### src/rtl/fifo_uart_tx.sv
// Pops bytes from the async FIFO read side and sends each one as a UART frame, LSB first.
// Define UART_TX_PARITY_EN to add an even-parity bit and send 8E1 instead of 8N1.
module fifo_uart_tx #(
  parameter int CLK_FREQ     = 50000000,
  parameter int BAUD         = 115200,
  parameter int CLKS_PER_BIT = CLK_FREQ / BAUD
) (
  input  logic       r_clk,
  input  logic       rst,
  input  logic       r_empty,
  input  logic [7:0] r_data,
  output logic       r_en,
  output logic       tx,
  output logic       busy,
  output logic       tx_done
);

  localparam int CNT_W = (CLKS_PER_BIT > 1) ? $clog2(CLKS_PER_BIT) : 1;
  localparam logic [CNT_W-1:0] BAUD_LAST = CNT_W'(CLKS_PER_BIT - 1);

  typedef enum logic [2:0] {
    IDLE,
    POP,
    LOAD,
    START,
    DATA,
`ifdef UART_TX_PARITY_EN
    PARITY,
`endif
    STOP
  } state_t;

  state_t           state_q, state_d;
  logic [CNT_W-1:0] baud_q, baud_d;
  logic [2:0]       bit_q, bit_d;
  logic [7:0]       shift_q, shift_d;
  logic             tx_q, tx_d;
  logic             baud_last;
`ifdef UART_TX_PARITY_EN
  logic             parity_q, parity_d;
`endif

  assign baud_last = (baud_q == BAUD_LAST);

  always_comb begin
    state_d = state_q;
    baud_d  = '0;
    bit_d   = bit_q;
    shift_d = shift_q;
    tx_done = 1'b0;
`ifdef UART_TX_PARITY_EN
    parity_d = parity_q;
`endif
    case (state_q)
      IDLE: begin
        if (!r_empty) state_d = POP;
      end
      POP: begin
        state_d = LOAD;
      end
      // FIFO data arrives one cycle after the pop strobe
      LOAD: begin
        shift_d = r_data;
`ifdef UART_TX_PARITY_EN
        parity_d = ^r_data;
`endif
        state_d = START;
      end
      START: begin
        if (baud_last) begin
          bit_d   = 3'd0;
          state_d = DATA;
        end else begin
          baud_d = baud_q + CNT_W'(1);
        end
      end
      DATA: begin
        if (baud_last) begin
          if (bit_q == 3'd7) begin
            bit_d = 3'd0;
`ifdef UART_TX_PARITY_EN
            state_d = PARITY;
`else
            state_d = STOP;
`endif
          end else begin
            bit_d   = bit_q + 3'd1;
            shift_d = {1'b0, shift_q[7:1]};
          end
        end else begin
          baud_d = baud_q + CNT_W'(1);
        end
      end
`ifdef UART_TX_PARITY_EN
      PARITY: begin
        if (baud_last) state_d = STOP;
        else           baud_d  = baud_q + CNT_W'(1);
      end
`endif
      // Chaining straight into POP keeps busy high and leaves only a 2-cycle gap
      STOP: begin
        if (baud_last) begin
          tx_done = 1'b1;
          state_d = r_empty ? IDLE : POP;
        end else begin
          baud_d = baud_q + CNT_W'(1);
        end
      end
      default: state_d = IDLE;
    endcase
  end

  // The line level is chosen from the upcoming state so tx lines up with it and stays glitch-free
  always_comb begin
    tx_d = 1'b1;
    case (state_d)
      START:   tx_d = 1'b0;
      DATA:    tx_d = shift_d[0];
`ifdef UART_TX_PARITY_EN
      PARITY:  tx_d = parity_q;
`endif
      default: tx_d = 1'b1;
    endcase
  end

  always_ff @(posedge r_clk) begin
    if (rst) begin
      state_q  <= IDLE;
      baud_q   <= '0;
      bit_q    <= '0;
      shift_q  <= '0;
      tx_q     <= 1'b1;
`ifdef UART_TX_PARITY_EN
      parity_q <= 1'b0;
`endif
    end else begin
      state_q  <= state_d;
      baud_q   <= baud_d;
      bit_q    <= bit_d;
      shift_q  <= shift_d;
      tx_q     <= tx_d;
`ifdef UART_TX_PARITY_EN
      parity_q <= parity_d;
`endif
    end
  end

  assign r_en = (state_q == POP);
  assign busy = (state_q != IDLE);
  assign tx   = tx_q;

endmodule

### config.mk
export PLATFORM = sky130hd
export DESIGN_NAME = fifo_uart_tx
export DESIGN_NICKNAME = d
export VERILOG_FILES = /design/src/rtl/fifo_uart_tx.sv
export SDC_FILE = /design/constraint.sdc
export NUM_CORES = 1
export LEC_CHECK = 0
export BUFFER_PORTS_ARGS = -buffer_cell sky130_fd_sc_hd__buf_4
export CAP_MARGIN = 20
export CORE_ASPECT_RATIO = 0.75
export CORE_UTILIZATION = 55
export DETAILED_ROUTE_END_ITERATION = 7
export PLACE_DENSITY = 0.84
export SKIP_LAST_GASP = 1
export SYNTH_ARGS = -nofsm -noshare
export SYNTH_HDL_FRONTEND = slang
export SYNTH_SLANG_ARGS = --single-unit
### constraint.sdc
create_clock -name r_clk -period 2.1 [get_ports r_clk]
set_clock_uncertainty 0.2 [all_clocks]
set_input_delay 0.42 -clock r_clk [delete_from_list [all_inputs] [get_ports r_clk]]
set_output_delay 0.42 -clock r_clk [all_outputs]
set_load 0.005 [all_outputs]
== Word level (Yosys, flattened, before mapping) ==
Index checks and enable logic that the tools add are counted.

* Equal/unequal tests: 12
* Reductions and logical operators: 8
* Add/sub/neg operators: 2
* Bitwise operators: 1
* Mux-type cells: 17

{| class="wikitable"
|+ Operator list
! operator !! number
|-
| 3-bit 2-to-1 mux || 8
|-
| 3-bit one-hot mux with 6 select lines || 1
|-
| 8-bit 2-to-1 mux || 2
|-
| 8-bit one-hot mux with 2 select lines || 1
|-
| 3-bit equality test (second input constant) || 4
|-
| 9-bit by 1-bit adder with 9-bit output (second input constant) || 1
|-
| 3-bit by 2-bit equality test with 1-bit output (second input constant) || 3
|-
| 9-bit equality test (second input constant) || 1
|-
| 2-bit != test (second input constant) || 3
|-
| 3-bit one-hot mux with 2 select lines || 1
|-
| 3-bit AND reduction || 2
|-
| 3-bit OR reduction || 2
|-
| 2-bit nonzero test || 2
|-
| 3-bit by 1-bit adder with 3-bit output (second input constant) || 1
|-
| 3-bit by 1-bit equality test with 1-bit output (second input constant) || 1
|-
| 3-bit zero test || 1
|-
| 1-bit 2-to-1 mux || 3
|-
| 3-bit nonzero test || 1
|-
| 1-bit one-hot mux with 2 select lines || 1
|-
| 1-bit inverter || 1
|}

* Register bits: 24
* Bits of input ports: 11
* Output and inout bits: 4
* Logic and storage cells: 46

== Depth between registers and ports, before layout ==
* Depth after elaboration: 6
* Mapped depth: 8
* Depth with buffers taken out: 7

== Worst setup path after synthesis ==
Ideal clock, no wire load.

* Path kind: register to register
* Start: reg bit_q[0]
* End: reg tx_q (netlist: tx)
* Slack: 217 ps
* Data required time: 1,768 ps
* Data arrival time: 1,550 ps
* Path buffers: 1
* Stages on the path, launching flop included: 9
* Setup time: 132 ps
* Period minus slack after synthesis: 1,883 ps
* Cells stage by stage: dfxtp_1 ha_1 ha_1 nor4b_2 and3_1 buf_6 nor3b_1 nor4_1 mux2i_1

* Cells in the longest elaborated chain, start to end: 6
* Elaborated cells on any way between the ends: 10
* Those cells by class: eq/ne: 3; mux: 7

{| class="wikitable"
|+ RTL lines
! what !! RTL line !! source
|-
| start, declared || 35 || <nowiki>logic [2:0] bit_q, bit_d;</nowiki>
|-
| start signal, assigned || 139 || <nowiki>bit_q <= bit_d;</nowiki>
|-
| 3-bit equality test * || 79 || <nowiki>if (bit_q == 3'd7) begin</nowiki>
|-
| 3-bit 2-to-1 mux || 79 ||
|-
| 3-bit 2-to-1 mux || 78 || <nowiki>if (baud_last) begin</nowiki>
|-
| 3-bit one-hot mux with 6 select lines || 54 || <nowiki>case (state_q)</nowiki>
|-
| 3-bit equality test / 3-bit by 2-bit equality test with 1-bit output (equally long branches) || 116 || <nowiki>case (state_d)</nowiki>
|-
| 1-bit one-hot mux with 2 select lines * || 116 ||
|-
| end signal, assigned || 141 || <nowiki>tx_q <= tx_d;</nowiki>
|-
| end, declared || 37 || <nowiki>logic tx_q, tx_d;</nowiki>
|}

Mark *: on every way between the ends. The rest lies on a longest branch, timed or not. The select of a mux whose other input is x is not followed.
A chain may end at the register's enable or synchronous reset.

== Worst setup path after layout ==
* Start: reg baud_q[3]
* End: out tx_done

* Cells in the longest elaborated chain, start to end: 3

{| class="wikitable"
|+ RTL lines
! what !! RTL line !! source
|-
| start, declared || 34 || <nowiki>logic [CNT_W-1:0] baud_q, baud_d;</nowiki>
|-
| start signal, assigned || 138 || <nowiki>baud_q <= baud_d;</nowiki>
|-
| 9-bit equality test || 43 || <nowiki>assign baud_last = (baud_q == BAUD_LAST);</nowiki>
|-
| 1-bit 2-to-1 mux || 102 || <nowiki>if (baud_last) begin</nowiki>
|-
| 1-bit 2-to-1 mux || 54 ||
|-
| end, declared || 15 || <nowiki>output logic tx_done</nowiki>
|}

No other way between the ends.

==> impl_metrics.tcl <==
set metrics [dict create \
    yosysSeqAreaShare 0.424 \
    dieArea_um2 2250 \
    slew_viol_final 0 \
    clkPwrFrac 0.296 \
    clk_pin_slew_ns 0.14 \
    crit_path_start_kind "register" \
    synth-main-ff-cell "dfxtp_1" \
    ys_warn_count 0 \
    cts_sinks 24 \
    syn_inst 127 \
    hold_violations 0 \
    combPwrFrac 0.109 \
    drive_above_1_share 0.284 \
    grt_max_degree 17 \
    drv_cap 0 \
    p_sw_frac 0.240 \
    rsz0062_at_grt "true" \
    wl_per_cell_um 14.5 \
    p_leak_nw 0.532 \
    pwr-share-seq 0.595 \
    p_sw_uw 197 \
    place_ws_ns 0.178 \
    async_flop_share 0 \
    root_buffer "clkbuf_4" \
    track_usage 0.229 \
    insertion_delay_ns 0.32 \
    synth_nets 142 \
    cp_max_fo 5 \
    synthTopCellsByArea "dfxtp_1 42%, nor2_1 7.0%, a22oi_1 5.3%, nand2_1 5.0%, ha_1 4.4%" \
    syn_avg_cell_area_um2 8.92 \
    routed_wl_mm 2.46 \
    viasPerCell 5.72 \
    maxSlewHeadroom 0.774 \
    setup_slack_ns 0.0373 \
    row_count 13 \
    io_buffers 14 \
    tightest_slew_ns 0.338 \
    required_ns 1.48 \
    cts_hold_buffers 0 \
    nets 164 \
    route.detailed.drc 0 \
    grt_pass1_wl_mm 3.44 \
    synth_top_area_share 0.424 \
    grt_antenna_before_repair 0 \
    numCtsBuffers 3 \
    vias 973 \
    place_hpwl_mm 1.61 \
    crit_type "register to primary output" \
    gp_congestion 0.822 \
    ir_drop_v 0.000527 \
    p_int_uw 624 \
    gr-total-overflow 0 \
    syn_area_um2 1130 \
    synth_edf_count 0 \
    dr.pass1.iters 4 \
    cts_htree_levels 1 \
    start_util 0.616 \
    drtAntennaViolNets 0 \
    cts_buffer_depth 2 \
    die_x_um 54.4 \
    r2r-start "baud_q[3]" \
    drt_iter0_markers 40 \
    die_y_um 41.3 \
    arrival_ns 1.44 \
    fmax_mhz 485 \
    status "finished clean" \
    period_share 0.982 \
    total_power_uw 821 \
    tritoncts "yes" \
    yosys.area.top_type "dfxtp_1" \
    ys_ff_latch 24 \
    holdCritStartpoint "r_data[7]" \
    crit_path_start "baud_q[3]" \
    setup-violations-final 0 \
    core_area_um2 1840 \
    cp-end-kind "primary output" \
    hold_class "primary input to register" \
    synthToLayoutAreaGrowth_pct 20.7 \
    grt_pass1_vias 794 \
    diodes 0 \
    timing.final.crit_period_ns 2.06 \
    power.density_nw_per_um2 601 \
    io_pins 15 \
    synth.distinct_cells 32 \
]
[cells by family (layout without fill, tap and decap cells)]
family	Yosys count	count (layout)	synth area share
buf+inv	10	31	0.0442
flops	24	24	0.424
fa+ha+maj	4	4	0.0442
simple gates	58	58	0.270
xor+xnor	7	7	0.0541
compound gates	21	21	0.137
mux	3	3	0.0265
[state kept, by name (all words and copies together) (netlist names)]
register  count
shift_q       8
state_q       3
tx            1
bit_q         3
baud_q        9
[through the flow]
step | setup TNS [ns] | area, um^2 | hold WS, ns | std cells | util
finish | 0 | 1370 | 0.132 | 170 | 0.743
global route | -0.0216 | 1370 | 0.126 | 170 | 0.743
CTS | 0 | 1330 | 0.125 | 168 | 0.723
detailed placement | 0 | 1240 | 0.250 | 159 | 0.677
global placement | 0 | 1240 | 0.245 | 159 | 0.677
floorplan | 0 | 1130 | 0.230 | 127 | -
[worst max-delay path, cell delays in order, from the launching register on]
cell and delay (ns):
dfxtp_1 0.39, and4bb_4 0.37, nand3_4 0.08, inv_2 0.07, and2_4 0.13, buf_6 0.08
[layer usage]
layer | up-vias | share of wire | global-route usage
met4 | 0 | 0.0077 | 0.103
met2 | 40 | 0.47 | 0.378
met3 | 4 | 0.060 | 0.0797
met1 | 449 | 0.47 | 0.273
li1 | 480 | - | -
met5 | - | 0 | 0
[power groups by stage]
stage               Sequential [mW]  Clock (mW)  Combinational, mW
floorplan                     0.484           0             0.0611
global placement              0.495           0             0.0840
detailed placement            0.497           0             0.0868
CTS                           0.487       0.249             0.0880
global route                  0.490       0.265             0.0984
finish                        0.488       0.243             0.0894
[path summary, 6_finish.rpt]
path                                    to  slack (ns)  depth (start not counted)
worst max-delay path               tx_done        0.04                          5
worst min register to register  shift_q[3]        0.26                          2
worst min-delay path            shift_q[7]        0.13                          3
worst max register to register          tx        0.09                          7
[cell type report]
type | count | area [um^2]
Sequential cell | 24 | 484
Inverter | 4 | 15.0
Timing Repair Buffer | 23 | 176
Clock buffer | 4 | 36.3
Multi-Input combinational cell | 93 | 627
Fill cell | 138 | 472
Tap cell | 22 | 27.5
[cells in the mapped netlist (3+ instances only)]
cell type / count
dfxtp_1: 24
nor2_1: 21
nand2_1: 15
a21oi_1: 8
a22oi_1: 8
xnor2_1: 5
and3_1: 4
buf_2: 4
ha_1: 4
inv_1: 3
mux2i_1: 3
nand3_1: 3
nor3b_1: 3
[cell usage in the layout, fill, tap and decap left out, types with 2 or more instances in the layout]
cell type	n
mux2i_1	3
nor3b_1	3
and3_1	4
ha_1	3
inv_2	2
inv_1	2
buf_4	22
a22oi_1	8
xor2_1	2
nor2_1	21
nand2_1	15
a21oi_1	8
dfxtp_2	3
dfxtp_1	21
xnor2_1	5
nand3_1	3
nor4_1	2
clkbuf_4	3
[timing repair]
action,in CTS,in global routing
endpoints found under the setup margin,1,2
cloned,0,0
buffers inserted,5,2
resized for setup,3,7
Note: power is estimated with default switching activity, not from simulation.
